File: config.mk
export PLATFORM = sky130hd
export DESIGN_NAME = sync_debounce
export DESIGN_NICKNAME = d
export VERILOG_FILES = /design/src/rtl/debounce_pkg.sv /design/src/rtl/sync_debounce_sync_chain.sv /design/src/rtl/sync_debounce.sv
export SDC_FILE = /design/constraint.sdc
export NUM_CORES = 1
export LEC_CHECK = 0
export ABC_AREA = 1
export ABC_CLOCK_PERIOD_IN_PS = 2150
export BUFFER_PORTS_ARGS = -buffer_cell sky130_fd_sc_hd__buf_2
export CORE_MARGIN = 3
export CORE_UTILIZATION = 25
export CTS_BUF_LIST = sky130_fd_sc_hd__clkbuf_2 sky130_fd_sc_hd__clkbuf_4 sky130_fd_sc_hd__clkbuf_8
export DETAILED_ROUTE_END_ITERATION = 10
export MAX_ROUTING_LAYER = met4
export PLACE_DENSITY = 0.46
export SLEW_MARGIN = 20
export SYNTH_ARGS = -nofsm -noshare
export SYNTH_HDL_FRONTEND = slang
export SYNTH_SLANG_ARGS = --single-unit
File: constraint.sdc
create_clock -name clk -period 2.15 [get_ports clk]
set_input_delay 0.215 -clock clk [delete_from_list [all_inputs] [get_ports clk]]
set_output_delay 0.215 -clock clk [all_outputs]
set_load 0.02 [all_outputs]
File: src/rtl/debounce_pkg.sv
// Shared types and helpers for the input-conditioning blocks.
//   db_state_t  : debounce FSM state (STABLE / QUALIFY)
//   cnt_width() : width of a counter that must hold 0..db_cycles
package debounce_pkg;

    typedef enum logic {
        ST_STABLE  = 1'b0,
        ST_QUALIFY = 1'b1
    } db_state_t;

    function automatic int cnt_width(input int db_cycles);
        return (db_cycles < 1) ? 1 : $clog2(db_cycles + 1);
    endfunction

endpackage

File: src/rtl/sync_debounce_sync_chain.sv
// sync_chain: plain multi-flop synchronizer for one asynchronous level.
//   clk  in  clock
//   rst  in  asynchronous active-high reset (chain loads RST_VAL)
//   d    in  asynchronous input
//   q    out synchronized output (last stage)
// Stages are wired flop-to-flop with nothing in between so the metastability
// settling window is a full clock period per stage.
module sync_chain #(
    parameter int   SYNC_STAGES = 2,
    parameter logic RST_VAL     = 1'b0
) (
    input  logic clk,
    input  logic rst,
    input  logic d,
    output logic q
);

    logic [SYNC_STAGES-1:0] chain_q;

    always_ff @(posedge clk or posedge rst) begin
        if (rst) chain_q <= {SYNC_STAGES{RST_VAL}};
        else     chain_q <= {chain_q[SYNC_STAGES-2:0], d};
    end

    assign q = chain_q[SYNC_STAGES-1];

endmodule

File: src/rtl/sync_debounce.sv
// sync_debounce: synchronize an asynchronous level and debounce it.
//   clk         in  clock, all flops posedge
//   rst         in  asynchronous active-high reset
//   din         in  raw asynchronous level
//   dout        out debounced level, direct flop output
//   busy        out high while a candidate change is being qualified
//   glitch_cnt  out saturating count of aborted qualifications
//                   (only when SYNC_DEBOUNCE_GLITCH_CNT_EN is defined)
// dout follows the synchronized input only after it has differed from dout on
// DB_CYCLES consecutive edges. Any return to the old level during
// qualification throws the partial count away.
module sync_debounce
    import debounce_pkg::*;
#(
    parameter int   SYNC_STAGES = 2,
    parameter int   DB_CYCLES   = 16,
    parameter logic RST_VAL     = 1'b0,
    parameter int   GLITCH_W    = 8
) (
    input  logic                clk,
    input  logic                rst,
    input  logic                din,
    output logic                dout,
`ifdef SYNC_DEBOUNCE_GLITCH_CNT_EN
    output logic [GLITCH_W-1:0] glitch_cnt,
`endif
    output logic                busy
);

    localparam int            CW       = cnt_width(DB_CYCLES);
    localparam logic [CW-1:0] CNT_LAST = CW'(DB_CYCLES - 1);

    logic            sync_q;
    db_state_t       state_q, state_d;
    logic [CW-1:0]   cnt_q, cnt_d;
    logic            dout_q, dout_d;

    sync_chain #(
        .SYNC_STAGES (SYNC_STAGES),
        .RST_VAL     (RST_VAL)
    ) u_sync (
        .clk (clk),
        .rst (rst),
        .d   (din),
        .q   (sync_q)
    );

    always_comb begin
        state_d = state_q;
        cnt_d   = cnt_q;
        dout_d  = dout_q;
        case (state_q)
            ST_STABLE: begin
                if (sync_q != dout_q) begin
                    // A single-cycle qualification window needs no counting.
                    if (DB_CYCLES == 1) begin
                        dout_d = sync_q;
                    end else begin
                        state_d = ST_QUALIFY;
                        cnt_d   = CW'(1);
                    end
                end
            end
            ST_QUALIFY: begin
                if (sync_q == dout_q) begin
                    state_d = ST_STABLE;
                    cnt_d   = '0;
                end else if (cnt_q == CNT_LAST) begin
                    dout_d  = sync_q;
                    state_d = ST_STABLE;
                    cnt_d   = '0;
                end else begin
                    cnt_d = cnt_q + 1'b1;
                end
            end
            default: begin
                state_d = ST_STABLE;
                cnt_d   = '0;
            end
        endcase
    end

    always_ff @(posedge clk or posedge rst) begin
        if (rst) begin
            state_q <= ST_STABLE;
            cnt_q   <= '0;
            dout_q  <= RST_VAL;
        end else begin
            state_q <= state_d;
            cnt_q   <= cnt_d;
            dout_q  <= dout_d;
        end
    end

    assign dout = dout_q;
    assign busy = (state_q == ST_QUALIFY);

`ifdef SYNC_DEBOUNCE_GLITCH_CNT_EN
    logic                abort;
    logic [GLITCH_W-1:0] glitch_q;

    // Qualification abandoned because the input went back to the old level.
    assign abort = (state_q == ST_QUALIFY) && (sync_q == dout_q);

    always_ff @(posedge clk or posedge rst) begin
        if (rst)                         glitch_q <= '0;
        else if (abort && ~&glitch_q)    glitch_q <= glitch_q + 1'b1;
    end

    assign glitch_cnt = glitch_q;
`endif

endmodule

# --- Word-level counts from Yosys, hierarchy flattened ---
# Index checks and enable logic that the tools add are counted.
classes:
  add_sub_neg: 1
  eq_ne: 4
  n_mux: 8
  n_bitwise: 2
  reduce_logical: 1
op_table:
  columns: ["operator", "count"]
  rows:
  - ["$mux W5", 3]
  - ["$pmux W5 S2", 1]
  - ["$add A5 B1 Y5 const B", 1]
  - ["$eq A5 B4 Y1 const B", 1]
  - ["$mux W1", 3]
  - ["$reduce_and A3 Y1", 1]
  - ["$ne A2 B2 Y1 const B", 1]
  - ["$not A1 Y1", 2]
  - ["$pmux W1 S2", 1]
  - ["$eq A1 B1 Y1", 1]
  - ["$ne A1 B1 Y1", 1]
totals:
  reg_bits: 9
  input_bits: 3
  output_inout_bits: 2
  word_cells: 20

# --- Longest topological paths before layout ---
logic_depth:
  ltp_word: 4
  depth_mapped: 6
  ltp_nobuf: 6

# --- Modules after synthesis ---
# Synthesis repeated with hierarchy kept, for this count alone.
unflattened:
  cells_unflattened: 54
  area_unflattened_um2: 446.7
by_module_without_submodules:
  columns: ["module", "n_inst", "cells_per_inst", "area_each_um2"]
  rows:
  - ["sync_debounce", 1, 51, 392.9]
  - ["sync_chain", 1, 3, 53.8]

# --- Worst setup path after synthesis ---
# OpenSTA, ideal clock, no wires.
synth_path:
  path_kind: "register to register"
  startpoint: "reg cnt_q[0]"
  endpoint: "reg dout_q, in the netlist dout"
  arrival_time_ns: 0.948
  required_ns: 2.033
  setup_slack_ns: 1.086
  stages_incl_launch_ff: 7
  path_buffers: 0
  synth_period_minus_slack_ns: 1.064
  path_cell_list: "dfrtp_1 > ha_1 > nand3_2 > nor2_1 > nand2_1 > nand2_1 > nand2_1"
synth_via:
  elab_chain_cells: 2
synth_lines:
  columns: ["item", "line_no", "text"]
  rows:
  - ["start, declared", "sync_debounce.sv:35", "logic [CW-1:0] cnt_q, cnt_d;"]
  - ["start signal, assigned", "sync_debounce.sv:90", "cnt_q <= cnt_d;"]
  - ["$eq A5 B4 Y1", "sync_debounce.sv:68", "end else if (cnt_q == CNT_LAST) begin"]
  - ["$reduce_and A3 Y1 (no source line)", null, null]
  - ["end signal, assigned", "sync_debounce.sv:91", "dout_q <= dout_d;"]
  - ["end, declared", "sync_debounce.sv:36", "logic dout_q, dout_d;"]
# Every way passes these cells.
# A chain may end at the register's enable or synchronous reset.

# --- Final worst setup path ---
# Ends and elaborated chain as after synthesis.

==> impl_metrics.py <==
metrics = {
    "synthesis": {
        "synth_area_um2": 425,
        "yosysSeqAreaShare_pct": 52.9,
        "syn-num-nets": 54,
        "synth.ff_latch_count": 9,
        "synthCells": 50,
        "yosys_warnings": 0,
        "synth_cell_type_count": 15,
        "synth.avg_cell_area_um2": 8.51,
    },
    "critical_path": {
        "crit_chain": "ha_1 -> nand3_2 -> nor2_1 -> nand2_1 -> nand2_1 -> nand2_1",
        "end_kind": "register",
        "critPathKind": "reg -> reg",
        "critical_path.max_stage_delay_ps": 410,
        "start_kind": "register",
        "path_buf_inv": 0,
        "crit_required_ps": 2300,
        "critPathSlowestCell": "dfrtp_1",
        "cp_max_fo": 5,
        "cp.arrival_ps": 1310,
        "timing.critical_path.mode_cell": "nand2_1",
        "critical_path.top_delay_family": "simple AND/OR/NAND/NOR gates",
    },
    "global_routing": {
        "grt_pass1_vias": 316,
        "grt_use_total_pct": 9.22,
        "grt_pass1_wl_um": 1280,
        "grt_max_degree": 10,
        "antenna_found_initial": 0,
        "gr-total-overflow": 0,
    },
    "floorplan": {
        "dieArea_um2": 2230,
        "die_h_um": 47.3,
        "floorplan.initialDensity_pct": 27.3,
        "ioPinCount": 5,
        "dieWidth_um": 47.3,
        "fp.coreArea_um2": 1560,
        "num_rows": 14,
    },
    "routing": {
        "highest_layer": "met4",
        "wl_met2_um": 339,
        "wl_per_cell_um": 9.79,
        "wirelength_um": 734,
        "drc_errors": 0,
        "first_iter_violations": 11,
        "wl_met3_um": 18,
        "wl_met1_um": 363,
        "viasPerCell": 4.40,
        "final_antenna_net_count": 0,
        "vias": 330,
        "drt_first_pass_iters": 3,
    },
    "place": {
        "gp_congestion": 0.692,
        "dp_slack_ps": 999,
        "port_buffers": 4,
        "postPlaceCellArea_um2": 465,
        "dp_hpwl_um": 569,
    },
    "layout": {
        "final_cell_mix": "nand2_1, dfrtp_1, inv_1",
        "final_common_cell": "nand2_1",
        "fin_area_um2": 505,
        "num_antenna_cells": 0,
        "drive_gt1_share_pct": 22.0,
        "post-route-util_pct": 32.4,
        "nFillCells": 165,
        "fin_nets": 64,
        "area_growth_pct": 18.8,
    },
    "clock_tree": {
        "clk_path_buf_depth": 2,
        "root_buffer": "clkbuf_4",
        "numCtsBuffers": 3,
        "cts.clk_slew.worst_paths_ps": 60,
        "clock_sinks": 9,
        "cts_tree": "done",
        "clock_latency_ps": 260,
        "postCtsSetupBuffers": 0,
        "ctsHtreeMaxLevel": 1,
    },
    "timing": {
        "fin_setup_tns_ps": 0,
        "maxSlewViolCount": 0,
        "hold_viol": 0,
        "fin_crit_sh_pct": 53.7,
        "finalSetupViolations": 0,
        "setup_ws_ps": 995,
        "skew_ps": 2.85,
        "period_needed_ps": 1160,
        "rsz0062_at_grt": "false",
        "fmax_mhz": 865,
        "slew_headroom_pct": 76.7,
        "worst_slew_pin_slew_ps": 349,
    },
    "power": {
        "ir_worst_vdd_mv": 0.230,
        "powerDensity_nw_per_um2": 722,
        "p_leak_nw": 0.261,
    },
    "hold_path": {
        "hp-class": "in -> reg",
    },
    "run": {
        "drv_cap": 0,
    },
    "status": {
        "outcome": "finished, final reports clean",
    },
}
## metal layers
| layer | up-vias | global-route usage (%) |
|---|---|---|
| li1 | 177 | - |
| met1 | 147 | 9.28 |
| met2 | 4 | 13.6 |
| met3 | 2 | 4.60 |
| met4 | 0 | 6.63 |
| met5 | - | - |
## final timing paths
| kind | start | slack [ps] | cells past startpoint | to |
|---|---|---|---|---|
| min in group asynchronous | rst | 460 | 3 | cnt_q[2] |
| worst max register to register | cnt_q[0] | 990 | 6 | dout |
| worst min register to register | u_sync.chain_q[0] | 350 | 0 | u_sync.chain_q[1] |
| max in group asynchronous | rst | 1430 | 3 | busy |
| worst min-delay path | din | 60 | 1 | u_sync.chain_q[0] |
| worst max-delay path | cnt_q[0] | 990 | 6 | dout |
## state kept, by name, summed over array words and instances (netlist names)
signal          cells
dout                1
cnt_q               5
u_sync.chain_q      2
busy                1
## area by class of cell
cell class | count | area, um^2 | share of cell area [%]
Inverter | 5 | 18.8 | 3.71
Sequential cell | 9 | 225 | 44.6
Timing Repair Buffer | 5 | 30.0 | 5.94
Multi-Input combinational cell | 36 | 181 | 35.9
Tap cell | 16 | 20.0 | 3.96
Clock buffer | 4 | 30.0 | 5.94
## synthesized netlist by cell type
master | count | area (um^2)
nand2_1 | 20 | 75.1
dfrtp_1 | 9 | 225
inv_1 | 5 | 18.8
nor2_1 | 3 | 11.3
nand3_1 | 2 | 10.0
nand4_1 | 2 | 12.5
a21oi_1 | 1 | 5.00
ha_1 | 1 | 12.5
nand2_2 | 1 | 6.26
nand3_2 | 1 | 10.0
nor2_2 | 1 | 6.26
nor3_2 | 1 | 10.0
o21ai_0 | 1 | 5.00
o21ai_2 | 1 | 8.76
xnor2_1 | 1 | 8.76
## power breakdown
part | total, mW | internal [mW] | switching [mW]
combinational | 0.0310 | 0.0130 | 0.0180
sequential | 0.189 | 0.179 | 0.0108
clock | 0.145 | 0.0842 | 0.0605
total | 0.365 | 0.276 | 0.0892
## worst reg2reg max path, stage by stage, from the launching register on
cell and delay [ps]:
dfrtp_1 410, ha_1 220, nand3_2 110, nor2_1 130, nand2_1 70, nand2_1 60
nand2_1 50
## stage by stage
stage	hold WS, ps	std cells	power [mW]
2_1_floorplan	42.9	50	0.214
3_3_place_gp	196	70	0.223
3_5_place_dp	196	70	0.223
4_1_cts	56.0	75	0.371
5_1_grt	45.6	75	0.393
6_report	62.0	75	0.365
## cells by family (layout without fill, tap and decap cells)
group           after synthesis  in the layout  share of synthesized area [%]
simple gates                 31             31                           33.2
flops                         9              9                           52.9
buf+inv                       5             14                           4.41
compound gates                3              3                           4.41
fa+ha+maj                     1              1                           2.94
xor+xnor                      1              1                           2.06
## timing repair
action                    4_1_cts  5_1_grt
resized for setup               0        0
hold endpoints to repair        9        0
hold buffers                    1        0
Power figures use the tool's default switching activity.
